### config.mk
export PLATFORM = sky130hd
export DESIGN_NAME = instr_encoder
export DESIGN_NICKNAME = d
export VERILOG_FILES = /design/src/rtl/instr_encoder.sv
export SDC_FILE = /design/constraint.sdc
export NUM_CORES = 1
export LEC_CHECK = 0
export BUFFER_PORTS_ARGS = -buffer_cell sky130_fd_sc_hd__buf_2
export CORE_AREA = 2 2 126 128
export CTS_CLUSTER_DIAMETER = 80
export DETAILED_ROUTE_END_ITERATION = 6
export DIE_AREA = 0 0 128 130
export PLACE_DENSITY = 0.74
export SLEW_MARGIN = 20
export SYNTH_ARGS = -nofsm -noshare
export SYNTH_HDL_FRONTEND = slang
export SYNTH_SLANG_ARGS = --single-unit
### constraint.sdc
create_clock -name clk -period 4.6 [get_ports clk]
set_clock_uncertainty 0.15 [all_clocks]
set_input_delay 0.92 -clock clk [delete_from_list [all_inputs] [get_ports clk]]
set_output_delay 0.92 -clock clk [all_outputs]
set_load 0.05 [all_outputs]
### src/rtl/instr_encoder.sv
// instr_encoder: packs symbolic operation requests into 32-bit MIPS-Extended
// instruction words, buffers them in a small FIFO and streams them into
// instruction memory at consecutive word addresses.
module instr_encoder #(
  parameter int unsigned           DEPTH     = 4,
  parameter int unsigned           ADDR_W    = 32,
  parameter logic [ADDR_W-1:0]     BASE_ADDR = '0
) (
  input  logic              clk,
  input  logic              reset,
  input  logic              clear,
  input  logic              req_valid,
  output logic              req_ready,
  input  logic [3:0]        req_op,
  input  logic [4:0]        req_rs,
  input  logic [4:0]        req_rt,
  input  logic [4:0]        req_rd,
  input  logic [15:0]       req_imm,
  output logic              err,
  output logic              wr_valid,
  input  logic              wr_ready,
  output logic [ADDR_W-1:0] wr_addr,
  output logic [31:0]       wr_data,
  output logic [15:0]       count,
  output logic              empty
);

  localparam int unsigned PTR_W = $clog2(DEPTH);

  typedef enum logic [3:0] {
    OP_ADD   = 4'd0,
    OP_SUB   = 4'd1,
    OP_AND   = 4'd2,
    OP_OR    = 4'd3,
    OP_SLT   = 4'd4,
    OP_BALRN = 4'd5,
    OP_JMADD = 4'd6,
    OP_LW    = 4'd7,
    OP_SW    = 4'd8,
    OP_BEQ   = 4'd9,
    OP_BMEM  = 4'd10,
    OP_JS    = 4'd11,
    OP_JZ    = 4'd12
  } op_e;

  typedef struct packed {
    logic        legal;
    logic [31:0] word;
  } enc_t;

  // R-type words carry a zero opcode and select the operation via funct.
  function automatic logic [31:0] r_word(input logic [4:0] rs, rt, rd,
                                         input logic [5:0] funct);
    return {6'h00, rs, rt, rd, 5'h00, funct};
  endfunction

  // I-type words carry the opcode and a 16-bit immediate.
  function automatic logic [31:0] i_word(input logic [5:0] op,
                                         input logic [4:0] rs, rt,
                                         input logic [15:0] imm);
    return {op, rs, rt, imm};
  endfunction

  enc_t                enc;
  logic [31:0]         mem [DEPTH];
  logic [PTR_W:0]      wr_ptr;
  logic [PTR_W:0]      rd_ptr;
  logic                fifo_empty;
  logic                full;
  logic                accept;
  logic                push;
  logic                pop;
  logic                bad_op;

  // Translate the requested operation into its instruction word.
  always_comb begin
    // NOTE: every output of this block gets a default first so no path
    // leaves it unassigned, which would otherwise infer a latch.
    enc.legal = 1'b1;
    enc.word  = '0;
    case (req_op)
      OP_ADD:   enc.word = r_word(req_rs, req_rt, req_rd, 6'h20);
      OP_SUB:   enc.word = r_word(req_rs, req_rt, req_rd, 6'h22);
      OP_AND:   enc.word = r_word(req_rs, req_rt, req_rd, 6'h24);
      OP_OR:    enc.word = r_word(req_rs, req_rt, req_rd, 6'h25);
      OP_SLT:   enc.word = r_word(req_rs, req_rt, req_rd, 6'h2A);
      OP_BALRN: enc.word = r_word(req_rs, req_rt, req_rd, 6'h16);
      OP_JMADD: enc.word = r_word(req_rs, req_rt, req_rd, 6'h2D);
      OP_LW:    enc.word = i_word(6'h23, req_rs, req_rt, req_imm);
      OP_SW:    enc.word = i_word(6'h2B, req_rs, req_rt, req_imm);
      OP_BEQ:   enc.word = i_word(6'h04, req_rs, req_rt, req_imm);
      OP_BMEM:  enc.word = i_word(6'h14, req_rs, req_rt, req_imm);
      OP_JS:    enc.word = i_word(6'h13, req_rs, req_rt, req_imm);
      OP_JZ:    enc.word = i_word(6'h1A, req_rs, req_rt, req_imm);
      default:  enc.legal = 1'b0;
    endcase
  end

  // Occupancy flags: the extra pointer bit separates full from empty when
  // the index bits match.
  assign fifo_empty = (wr_ptr == rd_ptr);
  assign full       = (wr_ptr[PTR_W] != rd_ptr[PTR_W]) &&
                      (wr_ptr[PTR_W-1:0] == rd_ptr[PTR_W-1:0]);

  // Handshakes; clear swallows any handshake in its cycle. req_ready has no
  // bypass from a simultaneous pop, so it depends on registered state only.
  assign req_ready = ~full;
  assign accept    = req_valid & req_ready & ~clear;
  assign push      = accept & enc.legal;
  assign bad_op    = accept & ~enc.legal;
  assign pop       = wr_valid & wr_ready & ~clear;

  assign wr_valid  = ~fifo_empty;
  assign empty     = fifo_empty;
  assign wr_data   = fifo_empty ? 32'h0 : mem[rd_ptr[PTR_W-1:0]];

  // FIFO storage: written on push, never read while empty.
  always_ff @(posedge clk) begin
    // NOTE: the storage array is deliberately not reset; wr_data is forced
    // to zero while empty, so stale contents are never visible.
    if (push) mem[wr_ptr[PTR_W-1:0]] <= enc.word;
  end

  // Pointers, write address, word count and error pulse.
  always_ff @(posedge clk) begin
    // NOTE: sequential state uses non-blocking assignments so every register
    // samples pre-edge values regardless of statement order.
    if (reset || clear) begin
      wr_ptr  <= '0;
      rd_ptr  <= '0;
      wr_addr <= BASE_ADDR;
      count   <= '0;
      err     <= 1'b0;
    end else begin
      err <= bad_op;
      if (push) wr_ptr <= wr_ptr + 1'b1;
      if (pop) begin
        rd_ptr  <= rd_ptr + 1'b1;
        wr_addr <= wr_addr + ADDR_W'(4);
        if (count != 16'hFFFF) count <= count + 16'd1;
      end
    end
  end

endmodule

# Word level (Yosys, flattened, before mapping)
# Memories as Yosys holds them, arrays and structs flattened. A register that Yosys moved wholly into a read port is not among the register bits.
# Cells that the tools add are included.
totals:
  regBits: 55
  ramBits: 128
  inputBits: 40
  output_inout_bits: 84
  word_cells: 48
  n_memories: 1
op_classes:
  addsub: 4
  n_eq_ne: 16
  n_mux: 7
  n_bitwise: 10
  n_reduce_logical: 5
mem_list:
  columns: ["memory", "words", "word_bits", "rd", "rd_ports_with_merged_regs", "wr", "line_no", "source"]
  rows:
  - ["mem", 4, 32, 1, 1, 1, "65", "logic [31:0] mem [DEPTH];"]
op_table:
  columns: ["op", "count"]
  rows:
  - ["one-hot mux 32 bit (13 select lines)", 1]
  - ["adder 32 x 3 -> 32 bit (second input constant)", 1]
  - ["2-to-1 mux 32 bit", 1]
  - ["equality test 4 bit (second input constant)", 5]
  - ["adder 16 x 1 -> 16 bit (second input constant)", 1]
  - ["equality test 4 x 3 -> 1 bit (second input constant)", 4]
  - ["inequality test 16 bit (second input constant)", 1]
  - ["OR reduction 13 bit", 1]
  - ["equality test 4 x 2 -> 1 bit (second input constant)", 2]
  - ["adder 3 x 1 -> 3 bit (second input constant)", 2]
  - ["bitwise AND 1 bit", 6]
  - ["equality test 4 x 1 -> 1 bit (second input constant)", 1]
  - ["logical NOT 4 bit", 1]
  - ["2-to-1 mux 2 bit", 2]
  - ["inverter 1 bit", 4]
  - ["equality test 3 bit", 1]
  - ["2-to-1 mux 1 bit", 3]
  - ["equality test 2 bit", 1]
  - ["AND reduction 2 bit", 1]
  - ["logical AND 1 bit", 1]
  - ["logical OR 1 bit", 1]
  - ["inequality test 1 bit", 1]

# Depth between registers and ports, before layout
# Gate-level depths: netlist of the first run.
logic_depth:
  word_depth: 8
  mapped_depth: 7
  depth_no_buf: 5

# Worst setup path after synthesis of the first run
# No wires, ideal clock.
synth_path:
  kind: "input to register"
  from: "input req_op[1]"
  to: "memory mem[3][0] (enable)"
  setup_time_ps: 461
  t_arrival_ps: 3666
  required_ps: 3989
  path_slack_ps: 323
  cell_stages: 4
  path_buffers: 1
  cell_sequence: "clkbuf_1 -> o211ai_1 -> nand2b_1 -> nor3_1"
synth_via:
  elab_chain_len: 6
  word_cells_on_any_way: 18
  cone_classes: "eq/ne (12); mux (3); bitwise (1); reduce/logical (2)"
synth_rtl:
  columns: ["item", "line_no", "source"]
  rows:
  - ["start, declared", "14", "input logic [3:0] req_op,"]
  - ["equality test 4 bit (tied with other cells)", "81", "case (req_op)"]
  - ["OR reduction 13 bit (no line) (*)", null, null]
  - ["2-to-1 mux 1 bit (*)", "81", null]
  - ["bitwise AND 1 bit (*)", "109", "assign push = accept & enc.legal;"]
  - ["2-to-1 mux 1 bit (*)", "121", "if (push) mem[wr_ptr[PTR_W-1:0]] <= enc.word;"]
  - ["2-to-1 mux 1 bit (implied by the code) (*)", "121", null]
  - ["end, declared", "65", null]
# Mark *: on every way between the ends. The rest lies on a longest branch, timed or not.

# Worst setup path in the final report of the first run
layout_path:
  from: "register wr_ptr[1]"
  to: "output wr_data[26]"
layout_via:
  elab_chain_len: 2
layout_rtl:
  columns: ["item", "line_no", "source"]
  rows:
  - ["start, declared", "66", "logic [PTR_W:0] wr_ptr;"]
  - ["start signal, assigned", "136", "if (push) wr_ptr <= wr_ptr + 1'b1;"]
  - ["equality test 3 bit", "101", "assign fifo_empty = (wr_ptr == rd_ptr);"]
  - ["2-to-1 mux 32 bit", "115", "assign wr_data = fifo_empty ? 32'h0 : mem[rd_ptr[PTR_W-1:0]];"]
  - ["end, declared", "23", "output logic [31:0] wr_data,"]
# Every way passes these cells.

==> flow_summary.yaml, run 1 <==
yosys:
  synth_top_area_share_pct: 46.2
  async_flop_share_pct: 0
  yosys-top-cells-area: "edfxtp_1, dfxtp_1, mux4_2, and2_1, mux2i_1"
  synthCells: 651
  ys_types: 54
  dominantRegCellSynth: "edfxtp_1"
  ys_seq_elements: 183
  synth_top_cell_by_area: "edfxtp_1"
  synth_seq_area_share_pct: 59.5
  avgSynthCellArea_um2: 12.8
  yosysWarnings: 0
  synthesis.area_mm2: 0.00832
  synth_edf_count: 128
critical_path:
  path_class: "register to primary output"
  cp.arrival_ns: 2.87
  critPathSlowestCell: "inv_1"
  worstPathMaxFanout: 34
  cp.required_ns: 3.53
  critPathCaptureType: "primary output"
  path_cells: "xor2_2, nor3_2, inv_1, and2_1, buf_2"
  slowest_delay_ns: 0.63
  critPathLaunchType: "register"
cells_and_area:
  layout-drive-gt1-share_pct: 26.6
  nets: 804
  most-common-layout-cells: "edfxtp_1, buf_2, dfxtp_1, nand2_1, and2_1"
  antennaDiodeCount: 0
  final_common_cell: "edfxtp_1"
  fill_cells: 1192
  final_util_pct: 62.8
  area_growth_pct: 16.5
floorplanning:
  ioPinCount: 124
  die_height_um: 130
  fp.dieW_um: 128
  rows: 46
  start_util_pct: 53.9
  fp.dieArea_mm2: 0.0166
  core_mm2: 0.0154
clock_network:
  path_clk_slew_ns: 0.07
  ctsHoldBuffers: 0
  cts_resized: 0
  ctsRootBufferMaster: "clkbuf_16"
  worstSkewPairLatency_ns: 0.43
  post_cts.repair.setup_buffers: 0
  cts_tree: "done"
  cts_buffers: 17
  htreeDepth: 4
  clkSinkCount: 183
  clk_path_buf_depth: 2
pwr:
  p_int_mw: 2.76
  power.share.clock_pct: 43.7
  p_per_area_mw_per_mm2: 363
  p_sw_share_pct: 21.4
  p_sw_mw: 0.754
  total_power_mw: 3.51
  seq_power_share_pct: 51.0
  ir_worst_vdd_v: 0.000236
  p_leak_nw: 3.42
  p_comb_share_pct: 5.4
job:
  maxCapViolCount: 0
timing:
  min_period_over_period_pct: 85.7
  finalHoldViolations: 0
  fmax_ghz: 0.254
  relSlewSlack_pct: 29.0
  rsz0062_at_grt: "no"
  drv_slew: 0
  setup_viol: 0
  post-route-min-period_ns: 3.94
  holdWs_ns: 0.332
  setup_tns_ns: 0
  worst_pin_slew_ns: 1.05
global_routing:
  grtUsageTotal_pct: 22.1
  grt_pass1_vias: 5428
  antenna_found_initial: 0
  grt_overflow: 0
  grt_first_pass_wirelength_um: 28200
  grt_max_degree: 38
placement:
  hpwl_um: 11700
  routabilityCongestion: 0.838
  numPortBuffers: 121
detailed_routing:
  drt_iter0_markers: 422
  drt_wl_total_um: 18100
  viasPerCell: 6.01
  vias: 5781
  wl_per_cell_um: 18.8
  drc: 0
  first_pass_iters: 5
  antenna_left: 0
status:
  status: "finished, final reports clean"
worst_hold_path:
  hold_path.class: "register to register"
==> layer usage <==
metal | vias to the layer above | wire length, um | track usage, %
met5 | - | 0 | 0
met4 | 0 | 351 | 8.66
met3 | 26 | 1040 | 5.25
met2 | 210 | 9110 | 36.9
met1 | 2824 | 7620 | 28.4
li1 | 2721 | - | -
==> cell families (layout without fill, tap and decap cells) <==
kind of cell / Yosys count / count (layout) / synth area share, %
adder cells (fa/ha/maj): 7 / 7 / 1.05
flip-flops: 183 / 183 / 59.5
XOR/XNOR: 9 / 9 / 1.22
AND/OR/NAND/NOR: 239 / 239 / 16.3
other: 1 / 2 / 0.0451
AO/OA/AOI/OAI: 101 / 101 / 7.79
buffers and inverters: 57 / 175 / 2.80
multiplexers: 54 / 54 / 11.3
==> registers in the layout (all words and copies together) (netlist names), named ones only <==
signal   flops
mem        128
count       16
wr_ptr       3
err          1
wr_addr     30
rd_ptr       3
==> cells in the mapped netlist, types with 2 or more instances <==
| cell | number |
|---|---|
| edfxtp_1 | 128 |
| dfxtp_1 | 55 |
| and2_1 | 54 |
| nand2_1 | 53 |
| a21oi_1 | 35 |
| mux4_2 | 32 |
| clkbuf_1 | 27 |
| mux2i_1 | 22 |
| or3_1 | 22 |
| o31ai_1 | 21 |
| nand3_1 | 19 |
| or4_1 | 19 |
| nor4_1 | 18 |
| o21ai_0 | 18 |
| inv_1 | 15 |
| nand4_1 | 12 |
| nor2_1 | 11 |
| and3_1 | 9 |
| buf_2 | 8 |
| ha_1 | 7 |
| and4_1 | 5 |
| xnor2_1 | 5 |
| a22oi_1 | 4 |
| buf_1 | 4 |
| nand2b_1 | 4 |
| nor2b_1 | 4 |
| o32ai_1 | 4 |
| nor3_1 | 3 |
| o211ai_1 | 3 |
| xor2_2 | 3 |
| a31oi_1 | 2 |
| buf_4 | 2 |
| o31ai_2 | 2 |
==> power groups by stage <==
stage	sequential, mW	clock (mW)	combinational [mW]
floorplan	1.83	0	0.129
global placement	1.83	0	0.182
detailed placement	1.83	0	0.188
CTS	1.79	1.56	0.189
global route	1.79	1.62	0.204
finish	1.79	1.54	0.188
==> per-stage QoR <==
stage	worst slack [ns]	instance area, um2	cells
global route	0.421	9690	962
CTS	0.641	9690	962
global placement	1.21	9060	930
floorplan	0.323	8320	652
finish	0.656	9690	962
detailed placement	1.12	9060	930
==> worst max-delay path: cells and delay by family, from the launching register on <==
kind / cells / cell delay [ns]
xor gates and xnor gates: 1 / 0.19
buffers and inverters: 2 / 0.84
DFF: 1 / 0.48
and+or+nand+nor: 2 / 0.92
==> final timing paths <==
kind | start | endpoint | slack (ns) | cells after the start
max | wr_ptr[1]$_SDFFE_PP0N_ | wr_data[26] | 0.66 | 5
min | wr_addr[31]$_SDFFE_PP0P_ | wr_addr[31]$_SDFFE_PP0P_ | 0.33 | 2
max reg2reg | wr_ptr[0]$_SDFFE_PP0N_ | mem[1][31]$_DFFE_PP_ | 1.81 | 4
min reg2reg | wr_addr[31]$_SDFFE_PP0P_ | wr_addr[31]$_SDFFE_PP0P_ | 0.33 | 2
==> area by class of cell <==
| type | instances | area [um2] | share of cell area [%] |
|---|---|---|---|
| clock buffers | 18 | 429 | 4.43 |
| clock inverters | 14 | 195 | 2.01 |
| inverters | 15 | 56.3 | 0.581 |
| multi-input cells | 412 | 3160 | 32.6 |
| flip-flops and latches | 183 | 4950 | 51.1 |
| well taps | 192 | 240 | 2.48 |
| repair buffers | 128 | 658 | 6.79 |
(Power assumes the default switching activity.)
==> run 2: changes to the inputs <==
--- a/config.mk
+++ b/config.mk
@@ -5,12 +5,13 @@
 export SDC_FILE = /design/constraint.sdc
 export NUM_CORES = 1
 export LEC_CHECK = 0
-export BUFFER_PORTS_ARGS = -buffer_cell sky130_fd_sc_hd__buf_2
+export ABC_CLOCK_PERIOD_IN_PS = 4600
 export CORE_AREA = 2 2 126 128
 export CTS_CLUSTER_DIAMETER = 80
 export DETAILED_ROUTE_END_ITERATION = 6
 export DIE_AREA = 0 0 128 130
-export PLACE_DENSITY = 0.74
+export DONT_BUFFER_PORTS = 1
+export PLACE_DENSITY = 0.67
 export SLEW_MARGIN = 20
 export SYNTH_ARGS = -nofsm -noshare
 export SYNTH_HDL_FRONTEND = slang
==> flow_summary.yaml, run 2 (same netlist as run 1, synthesis figures left out) <==
timing:
  worst_pin_slew_ns: 0.957
  post-route-min-period_ns: 3.68
  fmax_ghz: 0.272
  rsz0062_at_grt: "no"
  relSlewSlack_pct: 36.0
  drv_slew: 0
  holdWs_ns: 0.408
  setup_viol: 0
  min_period_over_period_pct: 79.9
  fin_ws_ns: 0.924
  setup_tns_ns: 0
  finalHoldViolations: 0
clock_network:
  cts_resized: 0
  ctsHoldBuffers: 0
  clk_path_buf_depth: 2
  cts_buffers: 17
  path_clk_slew_ns: 0.06
  clkSinkCount: 183
  cts_tree: "done"
  post_cts.repair.setup_buffers: 0
  ctsRootBufferMaster: "clkbuf_16"
  htreeDepth: 4
  worstSkewPairLatency_ns: 0.43
placement:
  hpwl_um: 11200
  dpl_cell_area_mm2: 0.00848
  dpl_worst_slack_ns: 1.30
  numPortBuffers: 0
  routabilityCongestion: 0.862
critical_path:
  critical-path-top-delay-family: "simple AND/OR/NAND/NOR gates"
  critPathSlowestCell: "inv_1"
  reg2reg_slack_ns: 1.81
  path_cells: "xor2_2, nor3_2, inv_1, and2_1"
  cp.required_ns: 3.53
  worstPathMaxFanout: 34
  slowest_delay_ns: 0.64
  r2r_cells: 4
  rr_startpoint: "wr_ptr[1]$_SDFFE_PP0N_"
  reg2reg_to: "mem[2][12]$_DFFE_PP_"
  cp.arrival_ns: 2.61
  critPathLaunchType: "register"
  critPathCaptureType: "primary output"
  path_class: "register to primary output"
  crit_buf_inv: 1
cells_and_area:
  most-common-layout-cells: "edfxtp_1, dfxtp_1, nand2_1, and2_1, a21oi_1"
  antennaDiodeCount: 0
  final_cell_area_mm2: 0.00909
  area_growth_pct: 9.36
  fill_cells: 1216
  final_common_cell: "edfxtp_1"
  largest_register_ffs: 128
  nets: 685
  layout-drive-gt1-share_pct: 13.4
  final_util_pct: 59.0
floorplanning:
  ioPinCount: 124
  die_height_um: 130
  core_mm2: 0.0154
  rows: 46
  start_util_pct: 53.9
  fp.dieArea_mm2: 0.0166
  fp.dieW_um: 128
global_routing:
  antenna_found_initial: 0
  grt_first_pass_wirelength_um: 27100
  grt_overflow: 0
  grtUsageTotal_pct: 21.5
  grt_pass1_vias: 5123
  grt_max_degree: 38
detailed_routing:
  drt_iter0_markers: 387
  first_pass_iters: 5
  wl_per_cell_um: 20.7
  viasPerCell: 6.23
  drt_wl_total_um: 17500
  drc: 0
  vias: 5249
  antenna_left: 0
worst_hold_path:
  whs_path_depth: 2
  hold_path.class: "register to register"
  hold_path_end: "wr_ptr[2]$_SDFFE_PP0N_"
  worstHoldStart: "wr_ptr[2]$_SDFFE_PP0N_"
pwr:
  p_per_area_mw_per_mm2: 377
  p_leak_nw: 2.83
  ir_worst_vdd_v: 0.000268
job:
  maxCapViolCount: 0
status:
  status: "finished, final reports clean"
[run 2: cell types whose count changed in the layout (fill, tap and decap cells not counted), sizes merged]
cell      delta
buf        -119
clkinv       +6
clkinvlp     -3
bufinv       -1
clkbuf       -1
inv          -1
[run 2: where the power goes]
group	internal, mW	switching, mW
clock network	0.857	0.626
registers	1.79	0.00605
logic	0.0457	0.105
[run 2: per-layer routing]
layer  GRT usage (%)  vias up  routed length [um]
li1                -     2483                   -
met5               0        -                   0
met2            36.5      154                8660
met1            25.9     2591                7190
met3            7.71       21                1300
met4            6.59        0                 320
[run 2: worst register-to-register path, delay by kind of cell, from the launching register on]
family / cells / cell delay, ns
AO/OA/AOI/OAI: 1 / 0.26
flip-flops: 1 / 0.50
AND/OR/NAND/NOR: 2 / 1.13
XOR/XNOR: 1 / 0.37
[run 2: area by class of cell]
cell class / count / area, um2 / share of cell area [%]
Sequential cell: 183 / 4950 / 54.4
Multi-Input combinational cell: 412 / 3180 / 34.9
Clock buffer: 17 / 425 / 4.68
Tap cell: 192 / 240 / 2.64
Clock inverter: 15 / 176 / 1.94
Timing Repair Buffer: 9 / 75.1 / 0.825
Inverter: 15 / 56.3 / 0.619
[run 2: stage by stage]
stage,std cells,power (mW)
finish,843,3.43
global route,843,3.53
global placement,810,1.97
detailed placement,811,1.98
floorplan,652,1.96
CTS,843,3.46
[run 2: how the worst max path moves through the flow]
| stage | from | end | slack (ns) | cells after the start |
|---|---|---|---|---|
| floorplan | req_op[1] | mem[3][0]$_DFFE_PP_ | 0.32 | 4 |
| global placement | wr_ptr[0]$_SDFFE_PP0N_ | wr_data[24] | 1.44 | 4 |
| detailed placement | wr_ptr[1]$_SDFFE_PP0N_ | wr_data[31] | 1.30 | 4 |
| CTS | wr_ptr[1]$_SDFFE_PP0N_ | wr_data[31] | 0.82 | 4 |
| global route | wr_ptr[0]$_SDFFE_PP0N_ | wr_data[11] | 0.67 | 4 |
| finish | wr_ptr[1]$_SDFFE_PP0N_ | wr_data[31] | 0.92 | 4 |
==> run 3: changes to the inputs <==
--- a/config.mk
+++ b/config.mk
@@ -5,7 +5,7 @@
 export SDC_FILE = /design/constraint.sdc
 export NUM_CORES = 1
 export LEC_CHECK = 0
-export ABC_CLOCK_PERIOD_IN_PS = 4600
+export ABC_CLOCK_PERIOD_IN_PS = 3800
 export CORE_AREA = 2 2 126 128
 export CTS_CLUSTER_DIAMETER = 80
 export DETAILED_ROUTE_END_ITERATION = 6
==> constraint.sdc (replaced) <==
create_clock -name clk -period 3.8 [get_ports clk]
set_clock_uncertainty 0.15 [all_clocks]
set_input_delay 0.76 -clock clk [delete_from_list [all_inputs] [get_ports clk]]
set_output_delay 0.76 -clock clk [all_outputs]
set_load 0.05 [all_outputs]
==> flow_summary.yaml, run 3 (same netlist as run 1, synthesis figures left out) <==
timing:
  fmax_ghz: 0.302
  setup_tns_ns: 0
  fin_ws_ns: 0.490
  rsz0062_at_grt: "no"
  finalHoldViolations: 0
  drv_slew: 0
  setup_viol: 0
  worst_pin_slew_ns: 1.04
  min_period_over_period_pct: 87.1
  post-route-min-period_ns: 3.31
  relSlewSlack_pct: 30.3
  holdWs_ns: 0.360
critical_path:
  slowest_delay_ns: 0.52
  critical-path-top-delay-family: "simple AND/OR/NAND/NOR gates"
  worstPathMaxFanout: 33
  reg2reg_to: "mem[1][22]$_DFFE_PP_"
  path_cells: "xor2_2, nor3_2, inv_1, buf_4, and2_1"
  r2r_cells: 5
  rr_startpoint: "wr_ptr[0]$_SDFFE_PP0N_"
  critPathSlowestCell: "and2_1"
  critPathCaptureType: "primary output"
  reg2reg_slack_ns: 1.10
  cp.required_ns: 2.89
  cp.arrival_ns: 2.40
  crit_buf_inv: 2
  path_class: "register to primary output"
  critPathLaunchType: "register"
pwr:
  ir_worst_vdd_v: 0.000297
  p_leak_nw: 2.88
  p_per_area_mw_per_mm2: 448
clock_network:
  path_clk_slew_ns: 0.07
  htreeDepth: 4
  post_cts.repair.setup_buffers: 0
  worstSkewPairLatency_ns: 0.42
  cts_resized: 0
  cts_tree: "done"
  cts_buffers: 17
  clk_path_buf_depth: 2
  ctsHoldBuffers: 0
  clkSinkCount: 183
  ctsRootBufferMaster: "clkbuf_16"
placement:
  routabilityCongestion: 0.808
  dpl_worst_slack_ns: 0.919
  hpwl_um: 11400
  numPortBuffers: 0
  dpl.cell_count: 819
cells_and_area:
  antennaDiodeCount: 0
  layout-drive-gt1-share_pct: 13.8
  final_common_cell: "edfxtp_1"
  nets: 693
  most-common-layout-cells: "edfxtp_1, dfxtp_1, nand2_1, and2_1, a21oi_1"
  area_growth_pct: 10.4
  finalNonFillerCells: 851
  largest_register_ffs: 128
global_routing:
  antenna_found_initial: 0
  grt_overflow: 0
  grtUsageTotal_pct: 21.9
  grt_max_degree: 38
  grt_pass1_vias: 5315
  grt_first_pass_wirelength_um: 27800
floorplanning:
  core_mm2: 0.0154
  start_util_pct: 53.9
  fp.dieW_um: 128
  fp.dieArea_mm2: 0.0166
  die_height_um: 130
  rows: 46
  ioPinCount: 124
worst_hold_path:
  whs_path_depth: 2
  hold_path_end: "count[5]$_SDFFE_PP0P_"
  worstHoldStart: "reset"
  hold_path.class: "input pin to register"
detailed_routing:
  drt_iter0_markers: 299
  viasPerCell: 6.27
  first_pass_iters: 4
  vias: 5340
  wl_per_cell_um: 20.8
  drc: 0
  antenna_left: 0
  drt_wl_total_um: 17700
job:
  maxCapViolCount: 0
status:
  status: "finished, final reports clean"
[run 3: cell count changes in the layout (fill, tap and decap cells not counted), moves of 2 or more]
cell,delta
clkinv_4,-2
clkinvlp_2,+2
buf_4,+5
inv_6,-3
buf_12,+4
[run 3: layer usage]
metal  track usage [%]  share of wire [%]
met2              37.3                 50
met5                 0                  0
met4              7.30                1.5
met3              8.45                8.9
met1              25.8                 40
[run 3: layout make-up]
class                   instances  area [um2]
fillers                      1248        6240
flip-flops and latches        183        4950
multi-input cells             412        3170
clock buffers                  18         429
well taps                     192         240
repair buffers                 17         178
clock inverters                14         158
inverters                      15        56.3
[run 3: worst max path at each step]
stage                     cells past startpoint          end  slack (ns)              startpoint
final                                         5  wr_data[18]        0.49  wr_ptr[0]$_SDFFE_PP0N_
after CTS                                     5  wr_data[23]        0.46  wr_ptr[0]$_SDFFE_PP0N_
after detailed placement                      5  wr_data[23]        0.92  wr_ptr[0]$_SDFFE_PP0N_
after global routing                          5  wr_data[26]        0.34  wr_ptr[0]$_SDFFE_PP0N_
after floorplan                               5  wr_data[22]        0.33  wr_ptr[1]$_SDFFE_PP0N_
after global placement                        5  wr_data[24]        1.01  wr_ptr[0]$_SDFFE_PP0N_
[run 3: where the power goes]
| part | leakage [nW] | internal [mW] | switching [mW] | total (mW) |
|---|---|---|---|---|
| registers | 1.62 | 2.16 | 0.00623 | 2.17 |
| logic | 0.978 | 0.0602 | 0.126 | 0.186 |
| clock network | 0.280 | 1.03 | 0.726 | 1.75 |
[run 3: per-stage QoR]
step           utilization, %  power [mW]  area [um2]
2_1_floorplan               -        2.37        8330
3_3_place_gp             55.7        2.39        8590
3_5_place_dp             55.7        2.40        8590
4_1_cts                  59.5        4.14        9170
5_1_grt                  59.5        4.24        9180
6_report                 59.5        4.11        9180
